==> src/rtl/enum_codec.sv <==
// Enumerative index<->codeword codec (weight-major order). Latency W+w+1 cycles; one request in flight, result held until out_ready.
// Decode mode exists only when ENUM_DECODE_EN is defined; otherwise every request is an encode.
module enum_codec #(
  parameter int NBIT = 8
) (
  input  logic                        clk,
  input  logic                        rst_n,
  input  logic                        in_valid,
  output logic                        in_ready,
  input  logic                        in_mode,
  input  logic [NBIT:0]               in_data,
  output logic                        out_valid,
  input  logic                        out_ready,
  output logic [NBIT:0]               out_data,
  output logic [$clog2(NBIT+2)-1:0]   out_weight
);

  localparam int W  = NBIT + 1;
  localparam int WW = $clog2(NBIT + 2);
  localparam int PW = $clog2(W);

  typedef enum logic [2:0] {IDLE, WEIGHT, SCAN, BASE, DONE} state_t;

  state_t          state, state_nx;
  logic [W-1:0]    r, r_nx;
  logic [W-1:0]    cw, cw_nx;
  logic [WW-1:0]   cnt, cnt_nx;
  logic [WW-1:0]   wgt, wgt_nx;
  logic [PW-1:0]   pos, pos_nx;
  logic [W-1:0]    coef_w, coef_p;
  logic            mode;

  // Pascal's triangle built row by row; every entry of rows 0..W fits in W bits.
  function automatic logic [W-1:0] binom(input int n, input int k);
    logic [W-1:0] row [0:W];
    logic [W-1:0] res;
    for (int i = 0; i <= W; i++) row[i] = '0;
    row[0] = W'(1);
    for (int i = 1; i <= W; i++) begin
      if (i <= n) begin
        for (int j = W; j >= 1; j--) row[j] = row[j] + row[j-1];
      end
    end
    res = '0;
    for (int i = 0; i <= W; i++) begin
      if (i == k) res = row[i];
    end
    return res;
  endfunction

`ifdef ENUM_DECODE_EN
  logic mode_nx;
`else
  logic unused_mode;
  assign unused_mode = in_mode;
  assign mode        = 1'b0;
`endif

  assign in_ready  = (state == IDLE);
  assign out_valid = (state == DONE);

  always_ff @(posedge clk or negedge rst_n) begin
    if (!rst_n) state <= IDLE;
    else        state <= state_nx;
  end

  always_comb begin
    state_nx = state;
    r_nx     = r;
    cw_nx    = cw;
    cnt_nx   = cnt;
    wgt_nx   = wgt;
    pos_nx   = pos;
`ifdef ENUM_DECODE_EN
    mode_nx  = mode;
`endif
    // Decode scan needs C(pos, j+1) because j counts bits seen before this one.
    coef_w   = binom(W, int'(cnt));
    coef_p   = binom(int'(pos), int'(cnt) + (mode ? 1 : 0));
    case (state)
      IDLE: begin
        if (in_valid) begin
          cnt_nx = '0;
          wgt_nx = '0;
`ifdef ENUM_DECODE_EN
          mode_nx = in_mode;
          if (in_mode) begin
            r_nx     = '0;
            cw_nx    = in_data;
            pos_nx   = '0;
            state_nx = SCAN;
          end else begin
            r_nx     = in_data;
            cw_nx    = '0;
            pos_nx   = PW'(W-1);
            state_nx = WEIGHT;
          end
`else
          r_nx     = in_data;
          cw_nx    = '0;
          pos_nx   = PW'(W-1);
          state_nx = WEIGHT;
`endif
        end
      end
      WEIGHT: begin
        if (r >= coef_w) begin
          r_nx   = r - coef_w;
          cnt_nx = cnt + 1'b1;
        end else begin
          wgt_nx   = cnt;
          state_nx = SCAN;
        end
      end
      SCAN: begin
`ifdef ENUM_DECODE_EN
        if (mode) begin
          if (cw[pos]) begin
            cnt_nx = cnt + 1'b1;
            r_nx   = r + coef_p;
          end
          if (pos == PW'(W-1)) begin
            wgt_nx   = cnt_nx;
            cnt_nx   = '0;
            state_nx = BASE;
          end else begin
            pos_nx = pos + 1'b1;
          end
        end else
`endif
        begin
          if (cnt != '0 && r >= coef_p) begin
            cw_nx[pos] = 1'b1;
            r_nx       = r - coef_p;
            cnt_nx     = cnt - 1'b1;
          end
          if (pos == '0) state_nx = DONE;
          else           pos_nx   = pos - 1'b1;
        end
      end
`ifdef ENUM_DECODE_EN
      BASE: begin
        if (cnt < wgt) r_nx = r + coef_w;
        if (cnt == wgt) state_nx = DONE;
        else            cnt_nx   = cnt + 1'b1;
      end
`endif
      DONE: begin
        if (out_ready) state_nx = IDLE;
      end
      default: state_nx = IDLE;
    endcase
  end

  always_ff @(posedge clk or negedge rst_n) begin
    if (!rst_n) begin
      r          <= '0;
      cw         <= '0;
      cnt        <= '0;
      wgt        <= '0;
      pos        <= '0;
      out_data   <= '0;
      out_weight <= '0;
`ifdef ENUM_DECODE_EN
      mode       <= 1'b0;
`endif
    end else begin
      r   <= r_nx;
      cw  <= cw_nx;
      cnt <= cnt_nx;
      wgt <= wgt_nx;
      pos <= pos_nx;
`ifdef ENUM_DECODE_EN
      mode <= mode_nx;
`endif
      if (state != DONE && state_nx == DONE) begin
        out_data   <= mode ? r_nx : cw_nx;
        out_weight <= wgt_nx;
      end
    end
  end

endmodule

==> config.mk <==
export PLATFORM = sky130hd
export DESIGN_NAME = enum_codec
export DESIGN_NICKNAME = d
export VERILOG_FILES = /design/src/rtl/enum_codec.sv
export SDC_FILE = /design/constraint.sdc
export NUM_CORES = 1
export LEC_CHECK = 0
export ABC_AREA = 1
export CAP_MARGIN = 20
export CORE_MARGIN = 2
export CORE_UTILIZATION = 65
export DETAILED_ROUTE_END_ITERATION = 6
export HOLD_SLACK_MARGIN = 0.12
export PLACE_DENSITY = 0.95
export SLEW_MARGIN = 20
export SYNTH_ARGS = -nofsm -noshare
export SYNTH_HDL_FRONTEND = slang
export SYNTH_SLANG_ARGS = --single-unit
==> constraint.sdc <==
create_clock -name clk -period 10.4 [get_ports clk]
set_input_delay 1.56 -clock clk [delete_from_list [all_inputs] [get_ports clk]]
set_output_delay 1.56 -clock clk [all_outputs]
set_load 0.01 [all_outputs]
==> qor.txt <==
DETAILED ROUTING
----------------------------------------------------------------------------------------
Post-route antenna net violation count                                                 0
Vias after detailed routing                                                        11.9k
Number of DRC markers in iteration 0                                                1301
Detailed-route wire length per cell                                              15.7 um
Drt total wl                                                                    30900 um
DR DRC count                                                                          10
Via count normalized by instance count                                              6.05
Number of search-and-repair iterations in the first detailed-routing pass              7

CELLS AND AREA
----------------------------------------------------------------------------------------
Most frequent cells in the layout                                           416 x sky130_fd_sc_hd__nand2_1, 215 x sky130_fd_sc_hd__inv_1, 195 x sky130_fd_sc_hd__nor2_1
Number of fillers in the final layout                                               1217
Most frequent standard cell in the layout excluding fill and tap cells      sky130_fd_sc_hd__nand2_1
NumNets Final                                                                       1953
Total inserted antenna cells                                                           0
Final std cell area, no fill                                                  11800 um^2
Layout overhead on the synthesized area                                            9.92%
Final cell count without fillers                                                    1973
Fraction of layout cells with a size suffix above 1                                11.0%

LOGIC SYNTHESIS
----------------------------------------------------------------------------------------
Seq cells post-synth                                                                  46
Sequential fraction of the synthesis area                                          10.7%
Post-synth EDFFs                                                                       0
Count of distinct cell types in the synthesized netlist                               59
Post-Synthesis Cells                                                                1725
Number of warnings reported in the yosys synthesis log                                 0
Share of synthesized registers carrying an async set or reset                       100%
Most used DFF post-synth                                                    sky130_fd_sc_hd__dfrtp_1
Netlist area before placement                                                 10700 um^2
Avg Synthesized Cell Area                                                      6.22 um^2

HOLD PATH
----------------------------------------------------------------------------------------
Path class of the lowest-slack min-delay path                                    reg2reg

CLOCK TREE
----------------------------------------------------------------------------------------
Max Buffers Root-to-Sink                                                               2
CTS tree                                                                             yes
Maximum level of the CTS H-tree                                                        2
Clock-pin slew on the worst setup and hold paths                                 0.07 ns
Root buffer cell                                                            sky130_fd_sc_hd__clkbuf_16
Clock sinks                                                                           46
Number of hold buffers added after CTS                                                 0
Number of buffers created by CTS                                                       5
Later-pin clock latency in the skew report                                       0.29 ns

STATUS
----------------------------------------------------------------------------------------
Run status                                                                  finished, violations left
Violated checks                                                             design-rule violations

PLACEMENT
----------------------------------------------------------------------------------------
Count of input and output buffers                                                     27
Placed Cells                                                                        1954
DP Wirelength                                                                   23400 um
Placer's final routability congestion estimate                                      1.01
Placed Instance Area                                                          11300 um^2

FLOORPLAN
----------------------------------------------------------------------------------------
CORE AREA                                                                     16000 um^2
Width of the chip                                                                 133 um
I/O pin count                                                                         29
DIE HEIGHT                                                                        133 um
Site Rows                                                                             46
Starting density of the core                                                       67.1%
Die Footprint                                                                 17600 um^2

SETUP PATH
----------------------------------------------------------------------------------------
Slowest cell on the critical path                                           sky130_fd_sc_hd__fa_2
Arrival time of the worst setup path                                            10.08 ns
Crit Path Class                                                                  reg2reg
Setup crit start kind                                                          flip-flop
Data required time at the worst endpoint                                        10.64 ns
Highest fanout seen on the critical path                                               5
Most prevalent standard cell on the critical path                           sky130_fd_sc_hd__nand2_1
Max incr delay on CP                                                             0.53 ns
Kind of capture point of the worst setup path                                  flip-flop

STA
----------------------------------------------------------------------------------------
F_max                                                                          0.102 GHz
Clock Skew                                                                    0.00557 ns
Transition time at the pin with the least slew margin                           0.933 ns
Number of failing hold endpoints at the final stage                                    0
Worst hold margin                                                               0.481 ns
Finish-stage setup viols                                                               0
Count of final max-slew check failures                                                 0
Post-route minimum period                                                        9.84 ns
Worst max-slew margin expressed relative to the limit                              37.6%
Post-route fraction of the period consumed by the critical path                    94.6%

GLOBAL ROUTE
----------------------------------------------------------------------------------------
Wire length of the first global-routing pass                                    50400 um
Antenna violations before repair                                                       0
Largest net degree at the start of global routing                                     64
Global-route congestion overflow total                                                 0
Via count of the first global-routing pass                                         11.4k
Total GRT Usage                                                                    33.6%

FLOW RUN
----------------------------------------------------------------------------------------
Maximum Capacitance Violations                                                         0

-- worst paths after layout --
path                                                 to  cells after the start  slack (ns)          startpoint
worst max-delay path            out_data[6]$_DFFE_PN0P_                     55        0.56  pos[0]$_DFFE_PN0P_
worst min-delay path                    cw[7]$_DFF_PN0_                      2        0.48     cw[7]$_DFF_PN0_
worst max register to register  out_data[6]$_DFFE_PN0P_                     55        0.56  pos[0]$_DFFE_PN0P_
worst min register to register          cw[7]$_DFF_PN0_                      2        0.48     cw[7]$_DFF_PN0_
max in group asynchronous            pos[0]$_DFFE_PN0P_                      1        8.69               rst_n
min in group asynchronous              r[3]$_DFFE_PN0P_                      1        1.27               rst_n
-- Yosys cell counts (all sizes together) (3+ instances only) --
cell    count  area share, %
a211oi      5           0.35
a21boi      4           0.31
a21oi     104            5.0
a31oi      18            1.2
a41oi       3           0.24
buf        21           0.92
clkbuf     20           0.70
clkinv      7           0.26
dfrtp      46             11
fa         25            4.7
ha        158             18
inv       242            8.5
nand2     445             17
nand3     101            5.2
nand3b      3           0.21
nand4       8           0.47
nor2      215            8.1
nor3       20            1.2
nor4        3           0.17
o211ai     15            1.0
o21ai     151            7.2
o21bai      9           0.63
o22ai       7           0.41
o311ai      3           0.24
o31ai      17            1.2
or2        11           0.64
xnor2      25            2.0
xor2       28            2.6
-- flip-flops by register name, indices dropped and copies added (netlist names) --
name	count
wgt	4
out_weight	4
out_data	9
r	9
cw	9
cnt	4
pos	4
state	3
-- layout make-up --
class	count	area, um^2	area share [%]
multi-input cells	1397	8780	74.5
clock buffers	5	125	1.06
repair buffers	56	485	4.11
clock inverters	3	25.0	0.212
inverters	249	947	8.03
repair inverters	1	7.51	0.0636
well taps	216	270	2.29
flip-flops and latches	46	1150	9.78
-- through the flow --
| step | setup TNS (ns) | setup slack, ns | utilization (%) |
|---|---|---|---|
| 3_3_place_gp | -0.379 | -0.0952 | 70.4 |
| 4_1_cts | 0 | 0.0332 | 71.7 |
| 2_1_floorplan | 0 | 1.09 | - |
| 6_report | 0 | 0.561 | 73.7 |
| 3_5_place_dp | -8.74 | -0.459 | 70.4 |
| 5_1_grt | -0.572 | -0.134 | 73.7 |
-- logic make-up after synthesis --
family / after synthesis / synth area share [%]
fa+ha+maj: 183 / 23.1
xor+xnor: 53 / 4.64
compound gates: 344 / 18.4
flops: 46 / 10.7
buf+inv: 290 / 10.4
simple gates: 808 / 32.7
other cells: 1 / 0.0349
-- worst max-delay path: cells and delay by family, from the launching register on --
| kind | cells | cell delay, ns |
|---|---|---|
| compound gates | 11 | 2.28 |
| flops | 1 | 0.44 |
| simple gates | 23 | 2.33 |
| xor+xnor | 1 | 0.11 |
| fa+ha+maj | 10 | 3.66 |
| buf+inv | 10 | 0.92 |
-- repair_timing --
item,in CTS,in global routing
gates resized for setup,23,86
gates cloned,0,1
pin swaps,5,17
setup buffers,1,9
endpoints found under the setup margin,29,31
-- layer usage --
| metal | up-vias | global-route usage, % | wire [um] |
|---|---|---|---|
| li1 | 5741 | - | - |
| met1 | 5373 | 41.7 | 12300 |
| met2 | 648 | 56.4 | 14300 |
| met3 | 171 | 6.32 | 2690 |
| met4 | 0 | 15.7 | 1610 |
| met5 | - | 0 | 0 |
Power is left out: the tool's default activity adds up to more than one toggle a clock period on the data nets, which glitch-free logic cannot reach.
